<file path="src/rtl/dsss_pkg.sv">
// ---------------------------------------------------------------------------
// dsss_pkg
// Shared types and helpers for the DSSS spreader / symbol mapper.
//   mode_e     : per-word modulation (BPSK carries 1 bit/symbol, QPSK 2)
//   state_e    : symbol engine state
//   lfsr_next  : one Fibonacci step of a left-shifting PN register
// ---------------------------------------------------------------------------
package dsss_pkg;

  // Widest PN register the helper supports.
  localparam int LFSR_MAX_W = 32;

  typedef enum logic {
    MODE_BPSK = 1'b0,
    MODE_QPSK = 1'b1
  } mode_e;

  typedef enum logic {
    IDLE   = 1'b0,
    ACTIVE = 1'b1
  } state_e;

  // Shift left by one and append the parity of the tapped bits. The result
  // is left unmasked; the caller truncates it to its own register width.
  function automatic logic [LFSR_MAX_W-1:0] lfsr_next(
    input logic [LFSR_MAX_W-1:0] value,
    input logic [LFSR_MAX_W-1:0] taps
  );
    return (value << 1) | LFSR_MAX_W'(^(value & taps));
  endfunction

endpackage

</file>
<file path="src/rtl/dsss_chip_mapper_pn_lfsr.sv">
// ---------------------------------------------------------------------------
// pn_lfsr
// PN chip generator, reseeded at every symbol start.
//   clk, rst_n : clock, asynchronous active-low reset
//   load       : start of a symbol; the current chip is taken from SEED
//   step       : a chip is consumed this cycle; advance the register
//   chip       : chip for this cycle (MSB of the seed on load, else of
//                the running register)
// ---------------------------------------------------------------------------
module pn_lfsr
  import dsss_pkg::*;
#(
  parameter int           W    = 7,
  parameter logic [W-1:0] TAPS = 7'h60,
  parameter logic [W-1:0] SEED = 7'h7F
) (
  input  logic clk,
  input  logic rst_n,
  input  logic load,
  input  logic step,
  output logic chip
);

  if (W < 2 || W > LFSR_MAX_W) begin : g_chk_w
    $error("pn_lfsr: W out of range");
  end

  logic [W-1:0] lfsr_q;
  logic [W-1:0] cur;

  // Load and first step can share a cycle, so the chip is drawn from the
  // seed directly rather than waiting a cycle for the register.
  assign cur  = load ? SEED : lfsr_q;
  assign chip = cur[W-1];

  // NOTE: sequential state uses <= so every flop sees pre-edge values.
  always_ff @(posedge clk or negedge rst_n) begin
    if (!rst_n) begin
      lfsr_q <= SEED;
    end else if (step) begin
      lfsr_q <= W'(lfsr_next(LFSR_MAX_W'(cur), LFSR_MAX_W'(TAPS)));
    end else if (load) begin
      lfsr_q <= SEED;
    end
  end

endmodule

</file>
<file path="src/rtl/dsss_chip_mapper.sv">
// ---------------------------------------------------------------------------
// dsss_chip_mapper
// Direct-sequence spreader and BPSK/QPSK mapper. Words enter through a
// one-word buffer, are serialised MSB first, each symbol is spread by a
// reseeded PN sequence, and chips leave as signed {I, Q} samples paced by a
// free-running chip-rate counter.
//   i_clk, i_reset_n : clock, asynchronous active-low reset
//   i_data, i_valid  : input word and its valid
//   o_ready          : a word can be accepted this cycle
//   i_mode           : 0 = BPSK, 1 = QPSK, captured with each word
//   o_data           : {I, Q} sample, each SAMPLE_W bits signed
//   o_valid          : one-cycle sample strobe
//   o_underrun       : one-cycle pulse when the stream starves
//   o_busy           : a symbol is in flight or data is held
// ---------------------------------------------------------------------------
module dsss_chip_mapper
  import dsss_pkg::*;
#(
  parameter int                          DATA_W    = 8,
  parameter int                          SPREAD    = 24,
  parameter int                          CHIP_DIV  = 120,
  parameter int                          LFSR_W    = 7,
  parameter logic [LFSR_W-1:0]           LFSR_TAPS = 7'h60,
  parameter logic [LFSR_W-1:0]           LFSR_SEED = 7'h7F,
  parameter int                          SAMPLE_W  = 16,
  parameter logic signed [SAMPLE_W-1:0]  AMP       = 16'sd23170
) (
  input  logic                  i_clk,
  input  logic                  i_reset_n,
  input  logic [DATA_W-1:0]     i_data,
  input  logic                  i_valid,
  output logic                  o_ready,
  input  logic                  i_mode,
  output logic [2*SAMPLE_W-1:0] o_data,
  output logic                  o_valid,
  output logic                  o_underrun,
  output logic                  o_busy
);

  if (DATA_W < 2 || (DATA_W % 2) != 0) begin : g_chk_data_w
    $error("dsss_chip_mapper: DATA_W must be even");
  end
  if (SPREAD < 2 || SPREAD > (2 ** LFSR_W) - 1) begin : g_chk_spread
    $error("dsss_chip_mapper: SPREAD must lie in 2 .. 2**LFSR_W-1");
  end
  if (LFSR_SEED == '0) begin : g_chk_seed
    $error("dsss_chip_mapper: LFSR_SEED must be nonzero");
  end
  if (CHIP_DIV < 2) begin : g_chk_div
    $error("dsss_chip_mapper: CHIP_DIV must be at least 2");
  end

  localparam int TICK_W = $clog2(CHIP_DIV);
  localparam int CHIP_W = $clog2(SPREAD);
  localparam int CNT_W  = $clog2(DATA_W + 1);

  localparam logic [TICK_W-1:0]          TICK_LAST = TICK_W'(CHIP_DIV - 1);
  localparam logic [CHIP_W-1:0]          CHIP_LAST = CHIP_W'(SPREAD - 1);
  localparam logic [CNT_W-1:0]           WORD_BITS = CNT_W'(DATA_W);
  localparam logic signed [SAMPLE_W-1:0] NEG_AMP   = -AMP;

  // Control state
  logic              ready_en;
  logic              buf_full;
  mode_e             buf_mode;
  logic [CNT_W-1:0]  sr_cnt;
  mode_e             sr_mode;
  state_e            state, state_d;
  logic [TICK_W-1:0] tick_cnt;
  logic [CHIP_W-1:0] chip_cnt;
  logic              sym_bi, sym_bq;
  mode_e             sym_mode;
  logic              last_emit;

  // Payload
  logic [DATA_W-1:0] buf_data;
  logic [DATA_W-1:0] sr_data;

  // Per-cycle decode
  logic              accept, sr_load, tick, avail;
  logic              emit, load_sym, underrun_d, chip;
  logic              cur_bi, cur_bq;
  mode_e             cur_mode;
  logic [CNT_W-1:0]  sym_bits;
  logic signed [SAMPLE_W-1:0] lane_i, lane_q;

  // ready_en keeps o_ready low in reset and for the first cycle after it.
  assign o_ready  = ready_en & ~buf_full;
  assign accept   = i_valid & o_ready;
  assign sr_load  = buf_full & (sr_cnt == '0);
  assign tick     = (tick_cnt == TICK_LAST);
  assign avail    = (sr_cnt != '0);
  assign sym_bits = (sr_mode == MODE_QPSK) ? CNT_W'(2) : CNT_W'(1);
  assign o_busy   = (state == ACTIVE) | avail | buf_full;

  // Symbol engine. A new symbol emits its first chip on the tick it loads,
  // which keeps samples back-to-back across symbol and word boundaries.
  always_comb begin
    // NOTE: defaults first so no path leaves a signal unassigned (no latch).
    state_d    = state;
    emit       = 1'b0;
    load_sym   = 1'b0;
    underrun_d = 1'b0;
    cur_bi     = sym_bi;
    cur_bq     = sym_bq;
    cur_mode   = sym_mode;
    if (tick) begin
      case (state)
        ACTIVE: begin
          emit = 1'b1;
          if (chip_cnt == CHIP_LAST) state_d = IDLE;
        end
        default: begin
          if (avail) begin
            emit     = 1'b1;
            load_sym = 1'b1;
            cur_bi   = sr_data[DATA_W-1];
            cur_bq   = sr_data[DATA_W-2];
            cur_mode = sr_mode;
            state_d  = ACTIVE;
          end else begin
            underrun_d = last_emit;
          end
        end
      endcase
    end
  end

  // Chip mapping: both lanes share the chip; BPSK leaves Q at zero.
  always_comb begin
    lane_i = (cur_bi ^ chip) ? NEG_AMP : AMP;
    lane_q = '0;
    if (cur_mode == MODE_QPSK) lane_q = (cur_bq ^ chip) ? NEG_AMP : AMP;
  end

  pn_lfsr #(
    .W    (LFSR_W),
    .TAPS (LFSR_TAPS),
    .SEED (LFSR_SEED)
  ) u_pn (
    .clk   (i_clk),
    .rst_n (i_reset_n),
    .load  (load_sym),
    .step  (emit),
    .chip  (chip)
  );

  always_ff @(posedge i_clk or negedge i_reset_n) begin
    if (!i_reset_n) state <= IDLE;
    else            state <= state_d;
  end

  always_ff @(posedge i_clk or negedge i_reset_n) begin
    if (!i_reset_n) begin
      ready_en   <= 1'b0;
      tick_cnt   <= '0;
      buf_full   <= 1'b0;
      buf_mode   <= MODE_BPSK;
      sr_cnt     <= '0;
      sr_mode    <= MODE_BPSK;
      chip_cnt   <= '0;
      sym_bi     <= 1'b0;
      sym_bq     <= 1'b0;
      sym_mode   <= MODE_BPSK;
      last_emit  <= 1'b0;
      o_valid    <= 1'b0;
      o_underrun <= 1'b0;
      o_data     <= '0;
    end else begin
      ready_en <= 1'b1;
      tick_cnt <= tick ? '0 : tick_cnt + TICK_W'(1);
      buf_full <= accept | (buf_full & ~sr_load);
      if (accept) buf_mode <= mode_e'(i_mode);

      // sr_load needs an empty register and load_sym a non-empty one, so
      // the two never collide.
      if (sr_load) begin
        sr_cnt  <= WORD_BITS;
        sr_mode <= buf_mode;
      end else if (load_sym) begin
        sr_cnt  <= sr_cnt - sym_bits;
      end

      if (load_sym) begin
        sym_bi   <= cur_bi;
        sym_bq   <= cur_bq;
        sym_mode <= cur_mode;
        chip_cnt <= CHIP_W'(1);
      end else if (emit) begin
        chip_cnt <= chip_cnt + CHIP_W'(1);
      end

      if (tick) last_emit <= emit;
      o_valid    <= emit;
      o_underrun <= underrun_d;
      if (emit) o_data <= {lane_i, lane_q};
    end
  end

  // NOTE: payload registers have no reset; buf_full and sr_cnt qualify them.
  always_ff @(posedge i_clk) begin
    if (accept) buf_data <= i_data;
    if (sr_load)       sr_data <= buf_data;
    else if (load_sym) sr_data <= sr_data << sym_bits;
  end

endmodule
</file>
<file path="config.mk">
export PLATFORM = sky130hd
export DESIGN_NAME = dsss_chip_mapper
export DESIGN_NICKNAME = d
export VERILOG_FILES = /design/src/rtl/dsss_pkg.sv /design/src/rtl/dsss_chip_mapper_pn_lfsr.sv /design/src/rtl/dsss_chip_mapper.sv
export SDC_FILE = /design/constraint.sdc
export NUM_CORES = 1
export LEC_CHECK = 0
export BUFFER_PORTS_ARGS = -buffer_cell sky130_fd_sc_hd__buf_4
export CORE_ASPECT_RATIO = 1.4
export CORE_UTILIZATION = 54
export CTS_BUF_LIST = sky130_fd_sc_hd__clkbuf_4
export CTS_CLUSTER_SIZE = 24
export DETAILED_ROUTE_END_ITERATION = 10
export GPL_TIMING_DRIVEN = 0
export PLACE_DENSITY_LB_ADDON = 0.08
export SLEW_MARGIN = 10
export SYNTH_ARGS = -nofsm -noshare
export SYNTH_HDL_FRONTEND = slang
export SYNTH_SLANG_ARGS = --single-unit
export TNS_END_PERCENT = 20
</file>
<file path="constraint.sdc">
create_clock -name i_clk -period 2.54 [get_ports i_clk]
set_clock_uncertainty 0.2 [all_clocks]
set_input_delay 0.508 -clock i_clk [delete_from_list [all_inputs] [get_ports i_clk]]
set_output_delay 0.508 -clock i_clk [all_outputs]
set_load 0.03 [all_outputs]
</file>
==> qor.txt, run 1 <==
status -> finished, violations left
failing checks -> negative setup slack
RSZ-0062 raised after global routing -> true
peak supply drop -> 0.000509 V
Worst-Margin Slew -> 0.767 ns
DRT iter0 DRCs -> 55
CP startpoint -> sr_cnt[2]
total global routing track utilization -> 20.3%
sink count of the clock tree -> 56
post-place setup slack -> -0.144 ns
power dissipated by switching net loads -> 0.000300 W
post-synthesis sequential element count -> 56
uppermost signal routing layer after detailed routing -> met4
H-Tree Level Count -> 2
number of nets in the finished design -> 311
proportion of layout cells with a drive suffix above 1 -> 34.9%
maximum count of clock buffers along a single path -> 2
critical path endpoint category -> output pin
proportion of netlist area held by the largest area contributor -> 31.4%
dominant register cell in the synthesized netlist -> sky130_fd_sc_hd__dfrtp_1
area of the mapped netlist -> 2630 µm²
gate count after technology mapping -> 236
cts bufs inserted -> 5
1st-pass router iterations -> 4
terminating pin of the worst hold path -> buf_data[7]
clock latency on the worst-skew pair -> 0.37 ns
vias per std cell -> 5.27
worst hold path stage count -> 1
Min-Delay Startpoint -> i_data[7]
Worst EP required -> 1.83 ns
static leakage -> 1.51 nW
area leader, netlist -> sky130_fd_sc_hd__dfrtp_1
floorplan die width -> 61.0 µm
number of cells on the worst reg-to-reg path -> 5
average wire length per cell after detail routing -> 13.2 µm
sequential share of power -> 64.1%
wire length of the first global-routing pass -> 7750 µm
endpoint of the lowest-slack register-to-register path -> sr_data[4]
Max Clk Rate -> 393 MHz
worst reg-to-reg setup slack -> 0.20 ns
die area -> 5150 µm²
minimum setup slack in the final design -> -0.00738 ns
ys async rst share -> 71.4%
Core Footprint -> 4610 µm²
worst-case headroom to the max-slew limit -> 48.4%
final count of negative-setup-slack endpoints -> 1
path type of the worst setup path -> flop to output pin
worst path arrival time -> 1.84 ns
Post-Synthesis Mean Instance Area -> 11.1 µm²
Die Ht -> 84.5 µm
share of the yosys chip area belonging to registers -> 56.7%
top cells by count, synth -> sky130_fd_sc_hd__dfrtp_1, sky130_fd_sc_hd__nand2_1, sky130_fd_sc_hd__buf_4
total congestion overflow -> 0
Placer Congestion -> 0.751
number of unique standard cell types used by synthesis -> 43
share of the core filled with cells -> 69.2%
Post-route DRC -> 0
switching share of power -> 20.3%
Root Buffer -> sky130_fd_sc_hd__clkbuf_4
category of the worst setup path launch point -> flop
count of max-cap constraint violations -> 0
Post-Route M1 WL -> 1950 µm
hold violation count in the final report -> 0
register clock-pin slew on the reported worst setup and hold paths -> 0.15 ns
total number of vias -> 1881
path category of the worst min-delay check -> primary input to flop
via count of the first global-routing pass -> 1788
total of fill cells in the finished design -> 362
Detail Route met3 WL -> 233 µm
fraction of the cycle the final worst path needs -> 100%
placed wire-length estimate after detailed placement -> 3400 µm
Detailed Route WL -> 4730 µm
maximum number of pins on one net before global-route repair -> 41
total count of max-transition violations in the final report -> 0
total area of multi-input combinational cells -> 903 µm²
cell types with the largest area share after synthesis -> sky130_fd_sc_hd__dfrtp_1, sky130_fd_sc_hd__edfxtp_1, sky130_fd_sc_hd__buf_4
initial core utilization -> 57.0%
Post-synth EDFFs -> 16
power density of the placed cells -> 464 nW/µm²
launch point of the worst reg-to-reg path -> tick_cnt[0]
number of rows in the core area -> 29
clock tree from TritonCTS -> done
num ports -> 48
number of antenna violations at the first check in global routing -> 0
input/output buffers -> 45
Yosys Warn Count -> 0
number of inserted diodes -> 0
shortest clock period the worst path allows after layout -> 2.55 ns
clock network fraction of design power -> 32.5%
area growth from synthesis to layout -> 21.4%
maximum fanout along the worst path -> 3
most frequent cell after synthesis -> sky130_fd_sc_hd__dfrtp_1
Gate power share -> 3.4%
Met2 Routed Length -> 2490 µm
Antenna Violating Nets Remaining -> 0
Internal -> 0.00118 W
sequential cell area in the final layout -> 1490 µm²
[metal layers]
layer / GRT usage (%) / vias to the layer above
met5: 0 / -
met4: 7.85 / 0
li1: - / 911
met1: 23.9 / 892
met2: 35.1 / 72
met3: 4.31 / 6
[repair_timing]
item                                    4_1_cts  5_1_grt
cloned                                        0        0
gates resized for setup                       5        3
hold buffers                                  1        0
endpoints found under the setup margin        9       16
pin swaps                                     1        1
hold endpoints to repair                     33        0
setup buffers                                 2        3
[final cells by class]
type / count / area share, %
buffer: 30 / 6.63
clock buffer: 6 / 1.41
clock inverter: 2 / 1.10
inverter: 9 / 1.14
multi-input combinational: 141 / 28.3
sequential: 56 / 46.8
tap: 62 / 2.43
timing repair buffer: 51 / 12.2
[state kept, by name, indices dropped and copies added (netlist names), 4 cells and up]
signal / cells
u_pn.lfsr_q: 7
sr_cnt: 4
sr_data: 8
tick_cnt: 7
buf_data: 8
o_data: 6
chip_cnt: 5
[kinds of logic after synthesis]
| kind of cell | after synthesis | share of synthesized area, % |
|---|---|---|
| simple gates | 76 | 14.1 |
| flops | 56 | 56.7 |
| compound gates | 40 | 10.3 |
| buf+inv | 40 | 9.71 |
| mux | 10 | 3.90 |
| xor+xnor | 7 | 2.33 |
| fa+ha+maj | 5 | 2.67 |
| other cells | 2 | 0.286 |
[power groups by stage]
| stage | Clock (W) | Combinational (W) | Sequential [W] |
|---|---|---|---|
| finish | 0.000481 | 0.0000500 | 0.000950 |
| global route | 0.000526 | 0.0000557 | 0.000953 |
| CTS | 0.000497 | 0.0000514 | 0.000950 |
| detailed placement | 0 | 0.0000502 | 0.000968 |
| global placement | 0 | 0.0000487 | 0.000967 |
| floorplan | 0 | 0.0000213 | 0.000965 |
[worst max-delay path by stage]
stage | to | depth (start not counted)
6_report | o_busy | 3
5_1_grt | o_busy | 3
4_1_cts | sr_data[6] | 4
3_5_place_dp | sr_data[6] | 4
3_3_place_gp | sr_data[6] | 4
2_1_floorplan | o_busy | 3
[metrics by stage]
step | cells | power (W) | hold slack, ns | area, µm² | TNS, ns
after floorplan | 237 | 0.000986 | 0.0124 | 2630 | 0
after global placement | 344 | 0.00102 | 0.250 | 3050 | -0.813
after detailed placement | 344 | 0.00102 | 0.253 | 3050 | -1.15
after CTS | 355 | 0.00150 | 0.0817 | 3170 | -1.39
after global routing | 357 | 0.00154 | 0.0681 | 3190 | -0.0652
final | 357 | 0.00148 | 0.102 | 3190 | -0.00738
[cells in the final DEF (no fill, tap or decap), types with 2 or more instances in the layout]
cell	instances
sky130_fd_sc_hd__a21oi_1	12
sky130_fd_sc_hd__a22o_1	2
sky130_fd_sc_hd__and3_1	2
sky130_fd_sc_hd__buf_4	75
sky130_fd_sc_hd__clkbuf_1	3
sky130_fd_sc_hd__clkbuf_4	6
sky130_fd_sc_hd__conb_1	3
sky130_fd_sc_hd__dfrtp_1	32
sky130_fd_sc_hd__dfstp_2	7
sky130_fd_sc_hd__edfxtp_1	16
sky130_fd_sc_hd__ha_1	4
sky130_fd_sc_hd__inv_1	8
sky130_fd_sc_hd__mux2_2	2
sky130_fd_sc_hd__mux2i_1	8
sky130_fd_sc_hd__nand2_1	29
sky130_fd_sc_hd__nand2_2	2
sky130_fd_sc_hd__nand2b_1	3
sky130_fd_sc_hd__nand3_1	9
sky130_fd_sc_hd__nand4_1	2
sky130_fd_sc_hd__nor2_1	12
sky130_fd_sc_hd__nor2b_1	3
sky130_fd_sc_hd__nor3_1	3
sky130_fd_sc_hd__nor4_1	2
sky130_fd_sc_hd__o21ai_0	9
sky130_fd_sc_hd__o22a_1	6
sky130_fd_sc_hd__o22ai_1	5
sky130_fd_sc_hd__xnor2_1	3
sky130_fd_sc_hd__xor2_1	4
[critical path, cell delays in order, from the launching register on]
cell	delay, ns
sky130_fd_sc_hd__dfrtp_1	0.43
sky130_fd_sc_hd__or4_4	0.55
sky130_fd_sc_hd__or3_4	0.34
sky130_fd_sc_hd__buf_6	0.14
(Power assumes the default switching activity.)
==> run 2, diff against run 1 <==
SETUP_SLACK_MARGIN = 0.15   (was default)
==> run 2 against run 1 <==
The flow still finishes with violations (negative setup slack). Register-to-register slack improved by 0.16 ns. Total power barely moved. Via count up 0.11%. Clock-buffer cell count unchanged. Clock power about the same. Flip-flop and latch count is the same. Fmax is 3.7% lower. Largest cell class unchanged.
==> qor.txt, run 2 (synthesis results as in run 1) <==
status -> finished, violations left
failing checks -> negative setup slack
Detailed Route WL -> 4800 µm (+1.5%)
worst-case headroom to the max-slew limit -> 61.8% (+13 points)
Max Clk Rate -> 378 MHz (-3.7%)
path category of the worst min-delay check -> primary input to flop
shortest clock period the worst path allows after layout -> 2.64 ns (+0.0972 ns)
total number of vias -> 1883 (+0.11%)
count of cell instances traversed by the critical path -> 4 (+1)
most frequent standard cell in the layout excluding fill and tap cells -> sky130_fd_sc_hd__buf_4
Post-route DRC -> 0 (unchanged)
power density of the placed cells -> 456 nW/µm² (-1.9%)
initial core utilization -> 57.0% (unchanged)
leading cell types in the layout, fill and taps excluded -> sky130_fd_sc_hd__buf_4, sky130_fd_sc_hd__dfrtp_1, sky130_fd_sc_hd__nand2_1, sky130_fd_sc_hd__edfxtp_1
worst reg-to-reg setup slack -> 0.36 ns (+0.16 ns)
1st-pass router iterations -> 4 (unchanged)
maximum count of clock buffers along a single path -> 2 (unchanged)
CP max stage cell -> sky130_fd_sc_hd__or4_4
total count of max-transition violations in the final report -> 0 (unchanged)
DRT iter0 DRCs -> 57 (+3.6%)
Tot Pwr -> 0.00148 W (about the same)
Worst-Margin Slew -> 0.568 ns (-0.199 ns)
clock latency on the worst-skew pair -> 0.38 ns (about the same)
critical path endpoint category -> output pin
num ports -> 48 (unchanged)
number of inserted diodes -> 0 (unchanged)
Core Footprint -> 4610 µm² (unchanged)
share of the core filled with cells -> 70.5% (+1.3 points)
category of the worst setup path launch point -> flop
Met2 Routed Length -> 2560 µm (+3.0%)
Detail Route met3 WL -> 214 µm (-8.2%)
number of cells on the worst reg-to-reg path -> 6 (+1)
uppermost signal routing layer after detailed routing -> met4
WP buf/inv -> 2 (+1)
number of antenna violations at the first check in global routing -> 0 (unchanged)
fraction of the cycle the final worst path needs -> 104% (+3.8 points)
peak supply drop -> 0.000482 V (-5.4%)
hold violation count in the final report -> 0 (unchanged)
endpoint of the lowest-slack register-to-register path -> sr_data[7]
path type of the worst setup path -> flop to output pin
input/output buffers -> 45 (unchanged)
static leakage -> 1.54 nW (+1.7%)
sink count of the clock tree -> 56 (unchanged)
cell-by-cell listing of the critical path -> or4_4 > buf_8 > or3_4 > buf_6
Post-Route M1 WL -> 1940 µm (-0.51%)
RSZ-0062 raised after global routing -> true
Antenna Violating Nets Remaining -> 0 (unchanged)
placed wire-length estimate after detailed placement -> 3400 µm (unchanged)
longest individual stage delay on the worst path -> 0.55 ns (about the same)
vias per std cell -> 5.20 (-1.3%)
count of max-cap constraint violations -> 0 (unchanged)
number of nets in the finished design -> 316 (+1.6%)
Top Family by Delay on Critical Path -> simple AND/OR/NAND/NOR gates
worst path arrival time -> 1.94 ns (+0.10 ns)
minimum setup slack in the final design -> -0.105 ns (-0.0972 ns)
total global routing track utilization -> 20.7% (+0.44 points)
total of fill cells in the finished design -> 357 (-1.4%)
proportion of layout cells with a drive suffix above 1 -> 36.0% (+1.1 points)
via count of the first global-routing pass -> 1833 (+2.5%)
floorplan die width -> 61.0 µm (unchanged)
maximum fanout along the worst path -> 2 (-1)
H-Tree Level Count -> 2 (unchanged)
Placer Congestion -> 0.751 (unchanged)
Worst EP required -> 1.83 ns (about the same)
register clock-pin slew on the reported worst setup and hold paths -> 0.14 ns (about the same)
largest registers -> buf_data x8, sr_data x8
wire length of the first global-routing pass -> 7910 µm (+2.1%)
Die Ht -> 84.5 µm (unchanged)
final count of negative-setup-slack endpoints -> 1 (unchanged)
clock tree from TritonCTS -> done
area growth from synthesis to layout -> 23.6%
Total Neg Setup Slack -> -0.105 ns (-0.0972 ns)
CP startpoint -> sr_cnt[1]
average wire length per cell after detail routing -> 13.3 µm (about the same)
Root Buffer -> sky130_fd_sc_hd__clkbuf_4
CP Capture Point -> o_busy
total congestion overflow -> 0 (unchanged)
launch point of the worst reg-to-reg path -> sr_cnt[1]
sequential cell area in the final layout -> 1490 µm² (about the same)
total area of multi-input combinational cells -> 918 µm² (+1.7%)
maximum number of pins on one net before global-route repair -> 41 (unchanged)
cts bufs inserted -> 5 (unchanged)
number of rows in the core area -> 29 (unchanged)
die area -> 5150 µm² (unchanged)
## run 2: cell count changes in the layout (fill, tap and decap cells not counted)
cell	before	now
sky130_fd_sc_hd__nor4_1	2	1
sky130_fd_sc_hd__dfrtp_2	1	0
sky130_fd_sc_hd__buf_4	75	79
sky130_fd_sc_hd__buf_8	0	1
sky130_fd_sc_hd__nor4_4	0	1
sky130_fd_sc_hd__dfrtp_1	32	33
## run 2: worst register-to-register path: cells and delay by family (launching register included)
family                 cells  cell delay [ns]
flip-flops                 1             0.42
buffers and inverters      3             0.51
AND/OR/NAND/NOR            3             0.77
## run 2: how the worst min path moves through the flow
stage | from | end | slack [ns] | cells after the start
finish | i_data[7] | buf_data[7] | 0.1 | 1
global route | i_data[2] | buf_data[2] | 0.06 | 1
CTS | i_data[2] | buf_data[2] | 0.08 | 1
detailed placement | tick_cnt[0] | tick_cnt[0] | 0.25 | 1
global placement | o_data[17] | o_data[17] | 0.25 | 1
floorplan | i_reset_n | buf_full | 0.01 | 0
## run 2: report_power, final
group	switching (W)	internal [W]
Clock	0.000263	0.000217
Combinational	0.0000274	0.0000226
Sequential	0.00000945	0.000941
## run 2: layout make-up
type                            count  share of cell area [%]
Buffer                             31                    6.97
Clock buffer                        6                    1.39
Inverter                            9                    1.12
Clock inverter                      2                    1.08
Multi-Input combinational cell    141                    28.3
Sequential cell                    56                    45.9
Tap cell                           62                    2.39
Timing Repair Buffer               55                    12.9
## run 2: timing repair
action | CTS | global route
buffers inserted | 5 | 4
endpoints found under the hold margin | 33 | 0
hold buffers | 1 | 0
gates resized for setup | 7 | 2
endpoints found under the setup margin | 12 | 11
pin swaps | 1 | 2
## run 2: metrics by stage
| stage | setup WS (ns) | hold slack [ns] | cells | area [µm²] |
|---|---|---|---|---|
| 2_1_floorplan | 0.313 | 0.0124 | 237 | 2630 |
| 3_3_place_gp | -0.102 | 0.250 | 344 | 3050 |
| 3_5_place_dp | -0.144 | 0.253 | 344 | 3050 |
| 4_1_cts | -0.123 | 0.0817 | 358 | 3200 |
| 5_1_grt | -0.175 | 0.0591 | 362 | 3250 |
| 6_report | -0.105 | 0.0986 | 362 | 3250 |
## run 2: per-layer routing
metal	track usage (%)	vias to the layer above
li1	-	923
met1	24.2	885
met2	35.6	68
met5	0	-
met4	8.68	0
met3	4.62	7
